`src/rtl/regfile_sched.sv`:
```
// regfile_sched: arbitrates a two-operand reader and a queued single writer onto
// one register-file port, with write forwarding and read-starvation control.
module regfile_sched #(
  parameter int STARVE_LIMIT = 4
) (
  input  logic        clock,
  input  logic        reset_n,
  input  logic        rd_req,
  input  logic [2:0]  rd_a,
  input  logic [2:0]  rd_b,
  output logic        rd_ready,
  output logic        rd_valid,
  output logic [15:0] rd_data_a,
  output logic [15:0] rd_data_b,
  input  logic        wb_req,
  input  logic [2:0]  wb_addr,
  input  logic [15:0] wb_data,
  output logic        wb_ready,
  output logic        rf_readflag,
  output logic [2:0]  rf_rs,
  output logic [2:0]  rf_rd,
  output logic [15:0] rf_value,
  input  logic [15:0] rf_read1,
  input  logic [15:0] rf_read2,
  output logic        busy
);

  typedef enum logic [1:0] {OP_IDLE, OP_READ, OP_WRITE} op_e;

  localparam logic [3:0] LIMIT = 4'(STARVE_LIMIT);

  logic [2:0]  q_addr   [2];
  logic [15:0] q_data   [2];
  logic [2:0]  q_addr_n [2];
  logic [15:0] q_data_n [2];
  logic [1:0]  q_cnt, q_cnt_n;
  logic [3:0]  starve, starve_n;
  logic        force_drain, push, pop, slot;
  op_e         op;
  logic        hit_a, hit_b, fwd_hit_a, fwd_hit_b;
  logic [15:0] hdata_a, hdata_b, fwd_a, fwd_b;

  assign force_drain = (q_cnt == 2'd2) || ((starve == LIMIT) && (q_cnt != 2'd0));
  assign rd_ready    = reset_n && !force_drain;
  assign wb_ready    = reset_n && (q_cnt != 2'd2);
  assign busy        = (q_cnt != 2'd0);
  assign push        = wb_req && wb_ready;

  // Reads win the port unless the queue has forced a drain.
  always_comb begin
    op = OP_IDLE;
    if (reset_n) begin
      if (rd_req && !force_drain)
        op = OP_READ;
      else if (q_cnt != 2'd0)
        op = OP_WRITE;
    end
  end

  assign pop = (op == OP_WRITE);

  always_comb begin
    rf_readflag = 1'b1;
    rf_rs       = 3'd0;
    rf_rd       = 3'd0;
    rf_value    = 16'd0;
    case (op)
      OP_READ: begin
        rf_rs = rd_a;
        rf_rd = rd_b;
      end
      OP_WRITE: begin
        rf_readflag = 1'b0;
        rf_rs       = q_addr[0];
        rf_value    = q_data[0];
      end
      default: ;
    endcase
  end

  // Entry 1 is always the newer one, so it overrides a match in entry 0.
  always_comb begin
    hit_a   = 1'b0;
    hit_b   = 1'b0;
    hdata_a = 16'd0;
    hdata_b = 16'd0;
    if (q_cnt != 2'd0 && q_addr[0] == rd_a) begin
      hit_a   = 1'b1;
      hdata_a = q_data[0];
    end
    if (q_cnt == 2'd2 && q_addr[1] == rd_a) begin
      hit_a   = 1'b1;
      hdata_a = q_data[1];
    end
    if (q_cnt != 2'd0 && q_addr[0] == rd_b) begin
      hit_b   = 1'b1;
      hdata_b = q_data[0];
    end
    if (q_cnt == 2'd2 && q_addr[1] == rd_b) begin
      hit_b   = 1'b1;
      hdata_b = q_data[1];
    end
  end

  // A simultaneous pop shifts the tail down, so the push lands in slot 0.
  always_comb begin
    q_addr_n = q_addr;
    q_data_n = q_data;
    slot     = pop ? 1'b0 : q_cnt[0];
    if (pop) begin
      q_addr_n[0] = q_addr[1];
      q_data_n[0] = q_data[1];
    end
    if (push) begin
      q_addr_n[slot] = wb_addr;
      q_data_n[slot] = wb_data;
    end
    q_cnt_n = q_cnt + {1'b0, push} - {1'b0, pop};
  end

  always_comb begin
    starve_n = starve;
    if (pop || q_cnt == 2'd0)
      starve_n = 4'd0;
    else if (op == OP_READ && starve != LIMIT)
      starve_n = starve + 4'd1;
  end

  always_ff @(posedge clock or negedge reset_n) begin
    if (!reset_n) begin
      q_addr[0] <= 3'd0;
      q_addr[1] <= 3'd0;
      q_data[0] <= 16'd0;
      q_data[1] <= 16'd0;
      q_cnt     <= 2'd0;
      starve    <= 4'd0;
      rd_valid  <= 1'b0;
      fwd_hit_a <= 1'b0;
      fwd_hit_b <= 1'b0;
      fwd_a     <= 16'd0;
      fwd_b     <= 16'd0;
    end else begin
      q_addr   <= q_addr_n;
      q_data   <= q_data_n;
      q_cnt    <= q_cnt_n;
      starve   <= starve_n;
      rd_valid <= (op == OP_READ);
      if (op == OP_READ) begin
        fwd_hit_a <= hit_a;
        fwd_hit_b <= hit_b;
        fwd_a     <= hdata_a;
        fwd_b     <= hdata_b;
      end
    end
  end

  assign rd_data_a = fwd_hit_a ? fwd_a : rf_read1;
  assign rd_data_b = fwd_hit_b ? fwd_b : rf_read2;

endmodule

```
`config.mk`:
```
export PLATFORM = sky130hd
export DESIGN_NAME = regfile_sched
export DESIGN_NICKNAME = d
export VERILOG_FILES = /design/src/rtl/regfile_sched.sv
export SDC_FILE = /design/constraint.sdc
export NUM_CORES = 1
export LEC_CHECK = 0
export BUFFER_PORTS_ARGS = -buffer_cell sky130_fd_sc_hd__buf_2
export CORE_AREA = 2 2 77 115
export CTS_CLUSTER_SIZE = 24
export DETAILED_ROUTE_END_ITERATION = 6
export DIE_AREA = 0 0 79 117
export MAX_ROUTING_LAYER = met4
export PLACE_DENSITY = 0.86
export SETUP_SLACK_MARGIN = 0.5
export SLEW_MARGIN = 0
export SYNTH_ARGS = -nofsm -noshare
export SYNTH_HDL_FRONTEND = slang
export SYNTH_SLANG_ARGS = --single-unit
```
`constraint.sdc`:
```
create_clock -name clock -period 3 [get_ports clock]
set_input_delay 0 -clock clock [delete_from_list [all_inputs] [get_ports clock]]
set_output_delay 0 -clock clock [all_outputs]
set_load 0.01 [all_outputs]
```
Word level (Yosys, flattened, before mapping). Cells that the tools add are included.

Register bits after elaboration: 79. Input bits: 61. Output and inout port bits: 59. Logic and storage cells: 74.

$add $sub $neg: 3. Order comparisons: 2. Equality and inequality tests: 10. Muxes and demuxes: 30. Bitwise operators: 1. Reduce and logical (&&, ||, !) cells: 17.

Operators by type and width (count): $mux 16 (9); $bwmux 32 (1); $mux 32 (1); $demux 16 s1 (1); $eq 3x3->1 (4); $logic_and 1x1->1 (11); $mux 3 (3); $mux 4 (2); $bwmux 6 (1); $mux 1 (6); $mux 2 (3); $mux 6 (1); $pmux 3 s2 (1); $add 4x1->4 const B (1); $eq 2x2->1 const B (2); $eq 4x3->1 const B (1); $ne 4x3->1 const B (1); $reduce_bool 2->1 (2); $demux 3 s1 (1); $add 2x1->2 (1); $eq 2x1->1 const B (1); $ge 2x2->1 const B (1); $logic_not 2->1 (1); $logic_or 1x1->1 (2); other kinds (5) (5).

Depth between registers and ports, before layout.
Depth after elaboration: 16. Mapped depth: 12. Mapped depth without buffers: 11.

Worst setup path after synthesis. No wires, ideal clock.

Kind: register -> register. From: register q_cnt[0]. To: register q_addr[4] in the netlist's numbering. Library setup time: 0.077 ns. Data arrival time: 2.461 ns. Required time: 2.923 ns. Setup slack: 0.461 ns. Cell stages (with the launch flop): 13. Path buffers: 4. Clock period less this slack: 2.539 ns. Path through: dfrtp_1 > buf_6 > nand2b_4 > and2_1 > o21a_1 > nand2_1 > ha_1 > buf_2 > o2111ai_1 > clkbuf_1 > clkbuf_1 > nor2_1 > a21oi_1.

RTL lines: start: declaration (line 36) `logic [1:0] q_cnt, q_cnt_n;`; start signal: assignment (line 145) `q_cnt <= q_cnt_n;`; end signal: assignment (line 143) `q_addr <= q_addr_n;`; end: declaration (line 32) `logic [2:0] q_addr [2];`.

Worst setup path in the final report.
From: register starve[0]. To: output port rf_value[13].

Word-level cells in the longest chain between the ends: 9.

Ends and longest elaborated chain: start: declaration (line 37) `logic [3:0] starve, starve_n;`; start signal: assignment (line 146) `starve <= starve_n;`; $eq 4x3->1 (line 43) `assign force_drain = (q_cnt == 2'd2) || ((starve == LIMIT) && (q_cnt != 2'd0));`; $logic_and 1x1->1 (line 43); $logic_or 1x1->1 (line 43); $logic_not 1->1 (line 53) `if (rd_req && !force_drain)`; $logic_and 1x1->1 (line 53); $mux 2 (line 53); $mux 2 (line 52) `if (reset_n) begin`; $eq 2x2->1 (line 67) `case (op)`; $mux 16 (line 67); end: declaration (line 22) `output logic [15:0] rf_value,`.

No other way between the ends.

==> reports/metrics.yaml <==
final_layout:
  nets: 598
  areaGrowthSynthToFinish_pct: 27.3
  drive_gt1_share_pct: 37.3
  ff_latch_area_um2: 1980
  final_cells: 642
  fill_cells: 675
  multi_input_area_um2: 2160
floorplanning:
  fp.dieArea_um2: 9240
  die_h_um: 117
  top_level_ports: 120
  fp.dieW_um: 79
  start_util_pct: 51.3
  row_count: 41
  core_area_um2: 8310
setup_path:
  path_delay_family: "buffers and inverters"
  crit_arrival_ns: 2.44
  crit_slowest_cell: "dfrtp_1"
  end_kind: "output pin"
  path_class: "flip-flop to output pin"
  crit_chain: "inv_1 > ha_1 > nand3b_1 > a31oi_2 > ha_4 > buf_8 > and2_1 > buf_2"
  required_ns: 3.00
  cp-start-kind: "flip-flop"
  critPathMaxFanout: 33
  crit_path_max_incr_delay_ns: 0.41
  critPathBufInv: 3
synthesis:
  yosysSeqAreaShare_pct: 46.4
  yosys_warnings: 0
  synth_top_area_share_pct: 46.4
  ys_ff_latch: 79
  synth_flop_cell: "dfrtp_1"
  syn_area_um2: 4260
  syn_area_per_cell_um2: 10.6
  syn_nets: 471
  yosysMostFrequentCell: "dfrtp_1"
  yosysTopAreaCell: "dfrtp_1"
  synth_async_sr_flop_share_pct: 100
  synth_cell_type_count: 38
  syn_inst: 404
  yosys-top-cells-count: "dfrtp_1 (79), mux2_2 (51), nor2_1 (44), and2_1 (23), a21oi_1 (21)"
  synth_edf_count: 0
  synth.area.top_cells: "dfrtp_1 (46%), mux2_2 (13%), mux2i_1 (4.5%), nor2_1 (3.9%), a221o_1 (3.8%)"
drt:
  wl_um: 11300
  via_per_inst: 5.68
  drc: 0
  drtAntennaViolNets: 0
  drt_iter0_drc: 288
  via_count: 3646
  drtPass1Iterations: 6
  wl_per_cell_um: 17.6
grt:
  antenna_found_initial: 1
  track_usage_pct: 25.7
  grt_pass1_wl_um: 17900
  grt_pass1_vias: 3568
  grt-ovfl-total: 0
  grt_max_degree: 56
pwr:
  p_leak_nw: 2.53
  p_per_area_nw_per_um2: 986
  switching_share_pct: 38.1
  p_int_mw: 3.32
  ir_worst_vdd_uv: 526
  pwr-share-comb_pct: 41.6
  seq_power_share_pct: 40.1
  power.switching_mw: 2.04
  clkPwrFrac_pct: 18.3
sta:
  fin_ws_ns: 0.559
  slew_viol_final: 0
  period_minus_slack_ns: 2.44
  finalClockSkew_ns: 0.00595
  relSlewSlack_pct: 33.0
  hold-worst-slack_ns: 0.0166
  tightest_slew_ns: 0.998
  final.period_utilization_pct: 81.4
  setup_viol: 0
  fmax_mhz: 410
  fin_setup_tns_ns: 0
  rsz0062_at_grt: "true"
  hold_violations: 0
clocking:
  cts_max_level: 3
  clock-sinks: 79
  tritoncts: "yes"
  numCtsBuffers: 9
  cts.reportedPaths.clkPinSlew_ns: 0.05
  clkLatencyLatePin_ns: 0.33
  root_buffer: "clkbuf_16"
  clock_path_buffers: 2
placement:
  place_ws_ns: 0.471
  place.gp.congestion: 0.870
  hpwl_um: 7800
  io_buffer_count: 119
  dp.cells: 607
flow_run:
  drv_cap: 0
run_status:
  outcome: "completed"
min_path:
  hold_class: "input pin to flip-flop"
[worst reg2reg max path: cells and delay by family (launching register included)]
family                   cells  cell delay, ns
AO/OA/AOI/OAI                2            0.78
adder cells (fa/ha/maj)      2            0.39
buffers and inverters        2            0.17
flip-flops                   1            0.41
AND/OR/NAND/NOR              2            0.56
[power groups by stage]
stage | Sequential (mW) | Combinational (mW) | Clock, mW
global route | 2.22 | 2.45 | 1.04
finish | 2.15 | 2.23 | 0.978
detailed placement | 2.14 | 2.16 | 0
global placement | 2.12 | 2.07 | 0
CTS | 2.13 | 2.20 | 0.990
floorplan | 1.87 | 1.67 | 0
[cell families (layout without fill, tap and decap cells)]
logic type,after synthesis,after routing,synth area share (%)
AND/OR/NAND/NOR,133,133,16.4
other,0,1,0
buffers and inverters,36,166,3.93
AO/OA/AOI/OAI,66,66,10.7
flip-flops,79,79,46.4
multiplexers,70,70,17.9
adder cells (fa/ha/maj),6,6,1.76
XOR/XNOR,14,14,2.88
[per-layer routing]
layer / global-route usage (%) / wire length (µm) / vias up
li1: - / - / 1693
met1: 30.2 / 4370 / 1776
met2: 42.2 / 5840 / 150
met3: 4.75 / 662 / 27
met4: 13.7 / 413 / 0
met5: - / 0 / -
[stage by stage]
step	util (%)	cell area [µm²]	power, mW
final	65.3	5430	5.36
after global routing	65.3	5430	5.71
after CTS	65.0	5400	5.32
after detailed placement	59.2	4920	4.30
after global placement	59.2	4920	4.19
after floorplan	-	4270	3.54
[timing repair]
| item | in CTS | in global routing |
|---|---|---|
| hold endpoints to repair | 67 | 0 |
| setup endpoints to repair | 35 | 78 |
| setup buffers | 0 | 0 |
| hold buffers | 20 | 0 |
| resized for setup | 3 | 8 |
[final cells by class]
cell class / instances / share of cell area (%)
clock buffer: 13 / 4.79
tap: 107 / 2.47
clock inverter: 1 / 0.0922
sequential: 79 / 36.4
inverter: 7 / 0.484
multi-input combinational: 289 / 39.7
timing repair buffer: 145 / 15.9
antenna: 1 / 0.0461
[final timing paths]
| check | startpoint | to | slack [ns] | cells past startpoint |
|---|---|---|---|---|
| hold reg to reg | starve[3] | starve[3] | 0.48 | 1 |
| setup / recovery | starve[0] | rf_value[13] | 0.56 | 8 |
| max in group asynchronous | reset_n | fwd_b[7] | 1.93 | 3 |
| setup reg to reg | starve[0] | fwd_a[15] | 0.57 | 8 |
| min in group asynchronous | reset_n | q_cnt[0] | 0.12 | 2 |
| hold / removal | rd_req | rd_valid | 0.02 | 2 |
[placed cells by master, fill, tap and decap left out, drive strengths merged, types with 3 or more instances in the layout]
cell,instances
nor4,4
xor2,12
clkbuf,13
buf,125
mux2,51
inv,7
a21oi,21
dlygate4sd3,20
nand2,20
mux2i,19
a22oi,3
nor2,44
nand3,18
nor2b,16
ha,6
a221o,16
dfrtp,79
a31oi,17
and2,23
o21ai,3
Power figures use the tool's default switching activity.
